==> config.mk <==
export PLATFORM = sky130hd
export DESIGN_NAME = wfunc_cfg_loader
export DESIGN_NICKNAME = d
export VERILOG_FILES = /design/src/rtl/wfunc_cfg_loader.sv
export SDC_FILE = /design/constraint.sdc
export NUM_CORES = 1
export LEC_CHECK = 0
export ABC_CLOCK_PERIOD_IN_PS = 5300
export CELL_PAD_IN_SITES_DETAIL_PLACEMENT = 1
export CELL_PAD_IN_SITES_GLOBAL_PLACEMENT = 1
export CORE_ASPECT_RATIO = 0.6
export CORE_MARGIN = 2
export CORE_UTILIZATION = 30
export DETAILED_ROUTE_END_ITERATION = 10
export PLACE_DENSITY_LB_ADDON = 0.1
export SYNTH_ARGS = -nofsm -noshare
export SYNTH_HDL_FRONTEND = slang
export SYNTH_SLANG_ARGS = --single-unit
==> constraint.sdc <==
create_clock -name clk -period 5.3 [get_ports clk]
set_input_delay 0.53 -clock clk [delete_from_list [all_inputs] [get_ports clk]]
set_output_delay 0.53 -clock clk [all_outputs]
set_load 0.02 [all_outputs]
==> src/rtl/wfunc_cfg_loader.sv <==
// APB master that reconfigures window_func: brings it to IDLE, streams the window
// coefficients into its RAM, arms it (IDLE->WAIT) and confirms the new state.
module wfunc_cfg_loader #(
  parameter int FFT_SIZE = 8192,
  parameter int APB_AW   = $clog2(FFT_SIZE-1)+2+1,
  parameter int POLL_MAX = 1024
) (
  input  logic              clk,
  input  logic              rst_n,
  input  logic              cfg_start,
  input  logic              coef_tvalid,
  output logic              coef_tready,
  input  logic [31:0]       coef_tdata,
  input  logic              coef_tlast,
  output logic              psel,
  output logic              penable,
  output logic              pwrite,
  output logic [APB_AW-1:0] paddr,
  output logic [31:0]       pwdata,
  input  logic [31:0]       prdata,
  output logic              busy,
  output logic              done,
  output logic [1:0]        err,
  output logic              flushed
);

  localparam int IDX_W  = $clog2(FFT_SIZE);
  localparam int PC_W   = $clog2(POLL_MAX+1);
  localparam int CTRL_I = FFT_SIZE*4;
  localparam int STAT_I = (FFT_SIZE+1)*4;
  localparam int LAST_I = FFT_SIZE-1;

  localparam logic [APB_AW-1:0] CTRL_ADDR = CTRL_I[APB_AW-1:0];
  localparam logic [APB_AW-1:0] STAT_ADDR = STAT_I[APB_AW-1:0];
  localparam logic [IDX_W-1:0]  IDX_LAST  = LAST_I[IDX_W-1:0];
  localparam logic [PC_W-1:0]   POLL_LIM  = POLL_MAX[PC_W-1:0];
  localparam logic [IDX_W-1:0]  IDX_ONE   = {{(IDX_W-1){1'b0}}, 1'b1};
  localparam logic [PC_W-1:0]   PC_ONE    = {{(PC_W-1){1'b0}}, 1'b1};

  typedef enum logic [2:0] {
    S_IDLE, S_RD_STAT, S_WR_CS, S_WR_RST, S_LOAD, S_ARM, S_VERIFY, S_DONE
  } state_t;

  // PH_GAP keeps psel low for one cycle between register transfers.
  typedef enum logic [1:0] {PH_GAP, PH_SETUP, PH_ACCESS} phase_t;

  state_t            state, state_n;
  phase_t            phase, phase_n;
  logic [IDX_W-1:0]  idx, idx_n;
  logic [PC_W-1:0]   poll_cnt, poll_n, poll_inc;
  logic [31:0]       coef_q, coef_n;
  logic              last_q, last_n;
  logic [1:0]        err_n;
  logic              flushed_n;
  logic [1:0]        stat;
  logic              beat_final;
  logic              is_wr;
  logic              hs;
  logic              unused_prdata;

  assign stat          = prdata[9:8];
  assign unused_prdata = ^{prdata[31:10], prdata[7:0]};
  assign poll_inc      = poll_cnt + PC_ONE;
  assign beat_final    = last_q || (idx == IDX_LAST);

  always_ff @(posedge clk or negedge rst_n) begin
    if (!rst_n) begin
      state    <= S_IDLE;
      phase    <= PH_GAP;
      idx      <= '0;
      poll_cnt <= '0;
      coef_q   <= '0;
      last_q   <= 1'b0;
      err      <= 2'b00;
      flushed  <= 1'b0;
    end else begin
      state    <= state_n;
      phase    <= phase_n;
      idx      <= idx_n;
      poll_cnt <= poll_n;
      coef_q   <= coef_n;
      last_q   <= last_n;
      err      <= err_n;
      flushed  <= flushed_n;
    end
  end

  always_comb begin
    state_n     = state;
    phase_n     = phase;
    idx_n       = idx;
    poll_n      = poll_cnt;
    coef_n      = coef_q;
    last_n      = last_q;
    err_n       = err;
    flushed_n   = flushed;
    psel        = 1'b0;
    penable     = 1'b0;
    pwrite      = 1'b0;
    paddr       = '0;
    pwdata      = '0;
    coef_tready = 1'b0;
    busy        = 1'b0;
    done        = 1'b0;
    hs          = 1'b0;
    is_wr       = 1'b0;

    unique case (state)
      S_IDLE: begin
        if (cfg_start) begin
          state_n   = S_RD_STAT;
          phase_n   = PH_GAP;
          err_n     = 2'b00;
          flushed_n = 1'b0;
          poll_n    = '0;
          idx_n     = '0;
          last_n    = 1'b0;
        end
      end

      // A beat is accepted while no transfer is pending or during the access of a
      // non-final beat, so psel stays high when the source keeps up.
      S_LOAD: begin
        busy               = 1'b1;
        psel               = (phase != PH_GAP);
        penable            = (phase == PH_ACCESS);
        pwrite             = 1'b1;
        paddr[IDX_W+1:0]   = {idx, 2'b00};
        pwdata             = coef_q;
        coef_tready        = (phase == PH_GAP) || ((phase == PH_ACCESS) && !beat_final);
        hs                 = coef_tready && coef_tvalid;
        if (hs) begin
          coef_n = coef_tdata;
          last_n = coef_tlast;
        end
        unique case (phase)
          PH_SETUP: phase_n = PH_ACCESS;
          PH_ACCESS: begin
            if (beat_final) begin
              phase_n = PH_GAP;
              if (last_q && (idx == IDX_LAST)) begin
                state_n = S_ARM;
              end else begin
                err_n   = 2'b01;
                state_n = S_DONE;
              end
            end else begin
              idx_n   = idx + IDX_ONE;
              phase_n = hs ? PH_SETUP : PH_GAP;
            end
          end
          default: phase_n = hs ? PH_SETUP : PH_GAP;
        endcase
      end

      S_DONE: begin
        done    = 1'b1;
        state_n = S_IDLE;
      end

      default: begin
        busy    = 1'b1;
        is_wr   = (state == S_WR_CS) || (state == S_WR_RST) || (state == S_ARM);
        psel    = (phase != PH_GAP);
        penable = (phase == PH_ACCESS);
        pwrite  = is_wr;
        paddr   = is_wr ? CTRL_ADDR : STAT_ADDR;
        if (state == S_WR_RST) begin
          pwdata = 32'h0000_0001;
        end else if (is_wr) begin
          pwdata = 32'h0000_0100;
        end
        unique case (phase)
          PH_GAP:   phase_n = PH_SETUP;
          PH_SETUP: phase_n = PH_ACCESS;
          default: begin
            phase_n = PH_GAP;
            unique case (state)
              S_RD_STAT: begin
                unique case (stat)
                  2'b00: state_n = S_LOAD;
                  2'b01: state_n = S_WR_CS;
                  default: begin
                    // BUSY or undefined: poll until the limit, then force a soft reset.
                    if (poll_inc == POLL_LIM) begin
                      state_n   = S_WR_RST;
                      flushed_n = 1'b1;
                      poll_n    = '0;
                    end else begin
                      poll_n = poll_inc;
                    end
                  end
                endcase
              end
              S_ARM: state_n = S_VERIFY;
              S_VERIFY: begin
                err_n   = ((stat == 2'b01) || (stat == 2'b10)) ? 2'b00 : 2'b10;
                state_n = S_DONE;
              end
              default: state_n = S_RD_STAT;
            endcase
          end
        endcase
      end
    endcase
  end

endmodule

=== Word-level counts from Yosys, hierarchy flattened ===
Cells that the tools add are included.

* Flip-flop bits (word level): 65
* Logic and storage cells: 118
* Bits in latches: 0
* Output and inout bits: 57
* Memories kept: 0
* Memory bits (read-only): 0
* Memory bits (writable): 0
* Bits of input ports: 69

* Reductions and logical operators: 30
* Shift operators: 0
* $lt $le $gt $ge: 0
* Multiply operators: 0
* Bitwise logic cells: 2
* $add $sub $neg: 2
* Equality and inequality tests: 24
* Divide/modulo/power cells: 0
* Mux-type cells: 52

{| class="wikitable"
|+ Operators with widths
! cell !! number
|-
| one-hot mux 32 bit (2 select lines) || 1
|-
| 2-to-1 mux 11 bit || 5
|-
| 2-to-1 mux 13 bit || 3
|-
| one-hot mux 15 bit (2 select lines) || 1
|-
| one-hot mux 13 bit (2 select lines) || 1
|-
| one-hot mux 11 bit (2 select lines) || 1
|-
| 2-to-1 mux 3 bit || 6
|-
| 2-to-1 mux 9 bit || 2
|-
| one-hot mux 3 bit (3 select lines) || 2
|-
| 2-to-1 mux 2 bit || 8
|-
| 2-to-1 mux 1 bit || 14
|-
| adder 13 x 1 -> 13 bit, second input constant || 1
|-
| equality test 13 bit, second input constant || 1
|-
| equality test 3 bit, second input constant || 4
|-
| != test 2 bit, second input constant || 6
|-
| one-hot mux 2 bit (3 select lines) || 2
|-
| adder 11 x 1 -> 11 bit, second input constant || 1
|-
| equality test 11 bit, second input constant || 1
|-
| AND reduction 5 bit || 2
|-
| one-hot mux 2 bit (2 select lines) || 2
|-
| nonzero test 2 bit || 4
|-
| OR reduction 2 bit || 4
|-
| != test 7 bit, second input constant || 1
|-
| AND reduction 7 bit || 1
|-
| 21 further kinds || 36
|}

=== Depth between registers and ports, before layout ===
* Depth in word-level cells: 10
* Depth in mapped cells: 7
* Mapped depth without buffers: 6

=== Worst setup path before layout ===
No wires, ideal clock.

* Path type: reg-to-output
* From: register idx[0]
* To: output port coef_tready
* Slack: 2.958 ns
* Stages on the path, launching flop included: 7
* Data arrival time: 1.812 ns
* Path buffers: 1
* Required time: 4.770 ns
* Cell sequence: dfrtp_1 > ha_1 > nand3_1 > or4_4 > a21oi_4 > buf_6 > nor2_1

* Cells in the longest elaborated chain, start to end: 6

{| class="wikitable"
|+ RTL lines
! element !! line !! text
|-
| start, declared || 49 || <nowiki>logic [IDX_W-1:0] idx, idx_n;</nowiki>
|-
| start signal, assigned || 79 || <nowiki>idx <= idx_n;</nowiki>
|-
| equality test 13 bit || 64 || <nowiki>assign beat_final = last_q || (idx == IDX_LAST);</nowiki>
|-
| logical OR 1 bit || 64 ||
|-
| zero test 1 bit || 130 || <nowiki>coef_tready = (phase == PH_GAP) || ((phase == PH_ACCESS) && !beat_final);</nowiki>
|-
| logical AND 1 bit || 130 ||
|-
| logical OR 1 bit || 130 ||
|-
| 2-to-1 mux 1 bit || 108 || <nowiki>unique case (state)</nowiki>
|-
| end, declared || 12 || <nowiki>output logic coef_tready,</nowiki>
|}

Every way passes these cells.

=== Worst setup path in the final report ===
Same ends and word-level chain as after synthesis.

==> run metrics <==
Worst R2R Setup Slack=2.16 ns; RSZ-0062 raised after global routing=false; clock share of power=23.1%; die area=0.0142 sq mm; Antenna Nets Post-Route=0; Register-to-Register Path Depth=6; Synth Warn #=0; fill count=1494; Crit. End Element=output port; clk_lat worst skew=0.33 ns; Clock Sinks=65; gr usage total=19.3%; Clock Skew=0.00729 ns; Slew headroom=16.6%; Area Overhead vs Synth=33.9%; Die X=153 um; core area=0.0129 sq mm; Hold Slack=0.406 ns; drt wl/cell=18.9 um; total wire length=13600 um; Via density=5.36; EDFF count, synth=0; first-pass GRT wire length=21600 um; pin count of the biggest net entering global routing=66; Setup TNS=0 ns; Main synth FF type=dfrtp_1; Fin. Hold Viols=0; HPWL after DPL=9130 um; Mapped Cells=470; io pins=126; CTS Buffer Depth=2; Worst EP arrival=3.11 ns; register area share after synthesis=40.9%; status=completed; Die Span Y=93.2 um; I/O Buffers=93; CTS Hold Bufs=0; CTS tree=built; fraction of registers with async set/reset=100%; Pins Over Slew Limit=0; internal power=1.51 mW; fin crit period=3.64 ns; CP Class=flip-flop to output port; Switch Pwr=1.10 mW; proportion of layout cells with a drive suffix above 1=9.64%; Worst Path Required=4.77 ns; Final Setup Violations=0; post_cts resized=0; drt first pass iters=4; synthesized area=0.00398 sq mm; grt total ovfl=0; initial antenna violation count=0; net switching fraction of the power=42.2%; Detailed Route Iter0 Violations=251; VDD IR max=216 uV; GP Congestion=0.774; Tightest Pin Transition=1.25 ns; most frequent cells in the layout=clkdlybuf4s50_1, nand2_1, dfrtp_1, and3_1, o22ai_1; # DRC=0; dpl cell area=0.00503 sq mm; max capacitance violation total=0; # Post-CTS Setup Buffers=0; design area=0.00533 sq mm; Cell variety after synth=60; vias in the first global route=3900; setup ws final=1.66 ns; n_diodes=0; share of total power in sequential cells=28.8%; cell row count=32; dpl ws=1.99 ns; crit path max fanout=34; startpoint class of the critical path=flip-flop; commonest non-fill, non-tap cell in the layout=clkdlybuf4s50_1; Final nets=623; Root Buffer Master=clkbuf_16; Worst Hold Class=primary input to async pin; crit share post-route=68.8%; routed vias=3858; CTS buffer count=9; synthesized area per cell=8.46 sq um; pwr dens=489 mW/mm^2; Comb pwr share=48.0%; H-tree depth=3; Worst-path clk slew=0.06 ns; starting density of the core=30.8%; number of synthesized register bits=65; Leak=2.33 nW; Fmax achieved=274 MHz
==> worst max-delay path, stage by stage (launching register included) <==
cell             delay (ns)
dfrtp_1                0.43
ha_1                   0.34
nand3_1                0.24
or4_4                  0.59
a21oi_4                0.15
buf_4                  0.39
nor2_1                 0.09
clkdlybuf4s50_1        0.55
==> state kept, by name, indices dropped and copies added, names as in the netlist <==
| signal | cells |
|---|---|
| err | 2 |
| flushed | 1 |
| state | 3 |
| last_q | 1 |
| idx | 13 |
| poll_cnt | 11 |
| coef_q | 32 |
| phase | 2 |
==> power groups by stage <==
stage	logic, mW	registers (mW)	clock network [mW]
3_3_place_gp	1.23	0.745	0
6_report	1.25	0.750	0.603
2_1_floorplan	0.836	0.702	0
4_1_cts	1.26	0.749	0.622
3_5_place_dp	1.26	0.756	0
5_1_grt	1.37	0.770	0.647
==> logic make-up after synthesis <==
| kind of cell | count (synthesis) | share of synthesized area (%) |
|---|---|---|
| and+or+nand+nor | 231 | 30.7 |
| AOI/OAI and AO/OA | 102 | 17.3 |
| DFF | 65 | 40.9 |
| buffers and inverters | 54 | 6.17 |
| adders and majority gates | 8 | 2.52 |
| muxes | 6 | 1.57 |
| xor gates and xnor gates | 3 | 0.661 |
| other | 1 | 0.0943 |
==> path summary, 6_finish.rpt <==
check	to	start
setup / recovery	coef_tready	idx[0]$_DFFE_PN0P_
hold / removal	coef_q[12]$_DFFE_PN0P_	rst_n
setup reg to reg	coef_q[27]$_DFFE_PN0P_	state[2]$_DFFE_PN0P_
hold reg to reg	coef_q[14]$_DFFE_PN0P_	coef_q[14]$_DFFE_PN0P_
max in group asynchronous	poll_cnt[6]$_DFFE_PN0P_	rst_n
min in group clk	coef_q[14]$_DFFE_PN0P_	coef_q[14]$_DFFE_PN0P_
==> cell usage after synthesis (3+ instances only) <==
cell	n	area share [%]
nand2_1	88	8.3
dfrtp_1	65	41
and3_1	47	7.4
o22ai_1	33	5.2
clkbuf_1	23	2.2
a21oi_1	16	2.0
inv_1	15	1.4
nand3_1	14	1.8
nor2_1	13	1.2
o21ai_0	12	1.5
nor3_1	10	1.3
nor4_1	10	1.6
buf_2	9	1.1
o31ai_1	9	1.7
ha_1	8	2.5
or2_2	8	1.3
or4_1	8	1.5
nand2b_1	6	0.94
a211o_1	4	0.88
a21o_1	4	0.76
a31oi_1	4	0.63
and2_1	4	0.63
mux2i_1	4	1.0
nand4_1	4	0.63
o211ai_1	4	0.76
a22o_1	3	0.66
buf_6	3	0.85
nor2b_1	3	0.47
==> routing by layer <==
layer / track usage [%] / share of wire [%] / vias to the layer above
met3: 7.41 / 7.6 / 8
li1: - / - / 1842
met2: 27.4 / 41 / 87
met4: 3.24 / 0.57 / 0
met5: 0 / 0 / -
met1: 28.1 / 51 / 1921
==> per-stage QoR <==
stage | instances | power [mW] | utilization [%]
2_1_floorplan | 471 | 1.54 | -
3_3_place_gp | 705 | 1.98 | 39.0
3_5_place_dp | 705 | 2.01 | 39.0
4_1_cts | 720 | 2.64 | 41.3
5_1_grt | 720 | 2.79 | 41.3
6_report | 720 | 2.60 | 41.3
==> layout make-up <==
type / count / area, sq um / area share [%]
Multi-Input combinational cell: 352 / 2130 / 40.0
Tap cell: 170 / 213 / 3.99
Timing Repair Buffer: 103 / 1000 / 18.8
Sequential cell: 65 / 1630 / 30.5
Clock inverter: 3 / 40.0 / 0.752
Inverter: 15 / 56.3 / 1.06
Clock buffer: 12 / 256 / 4.82
Power figures use the tool's default switching activity.
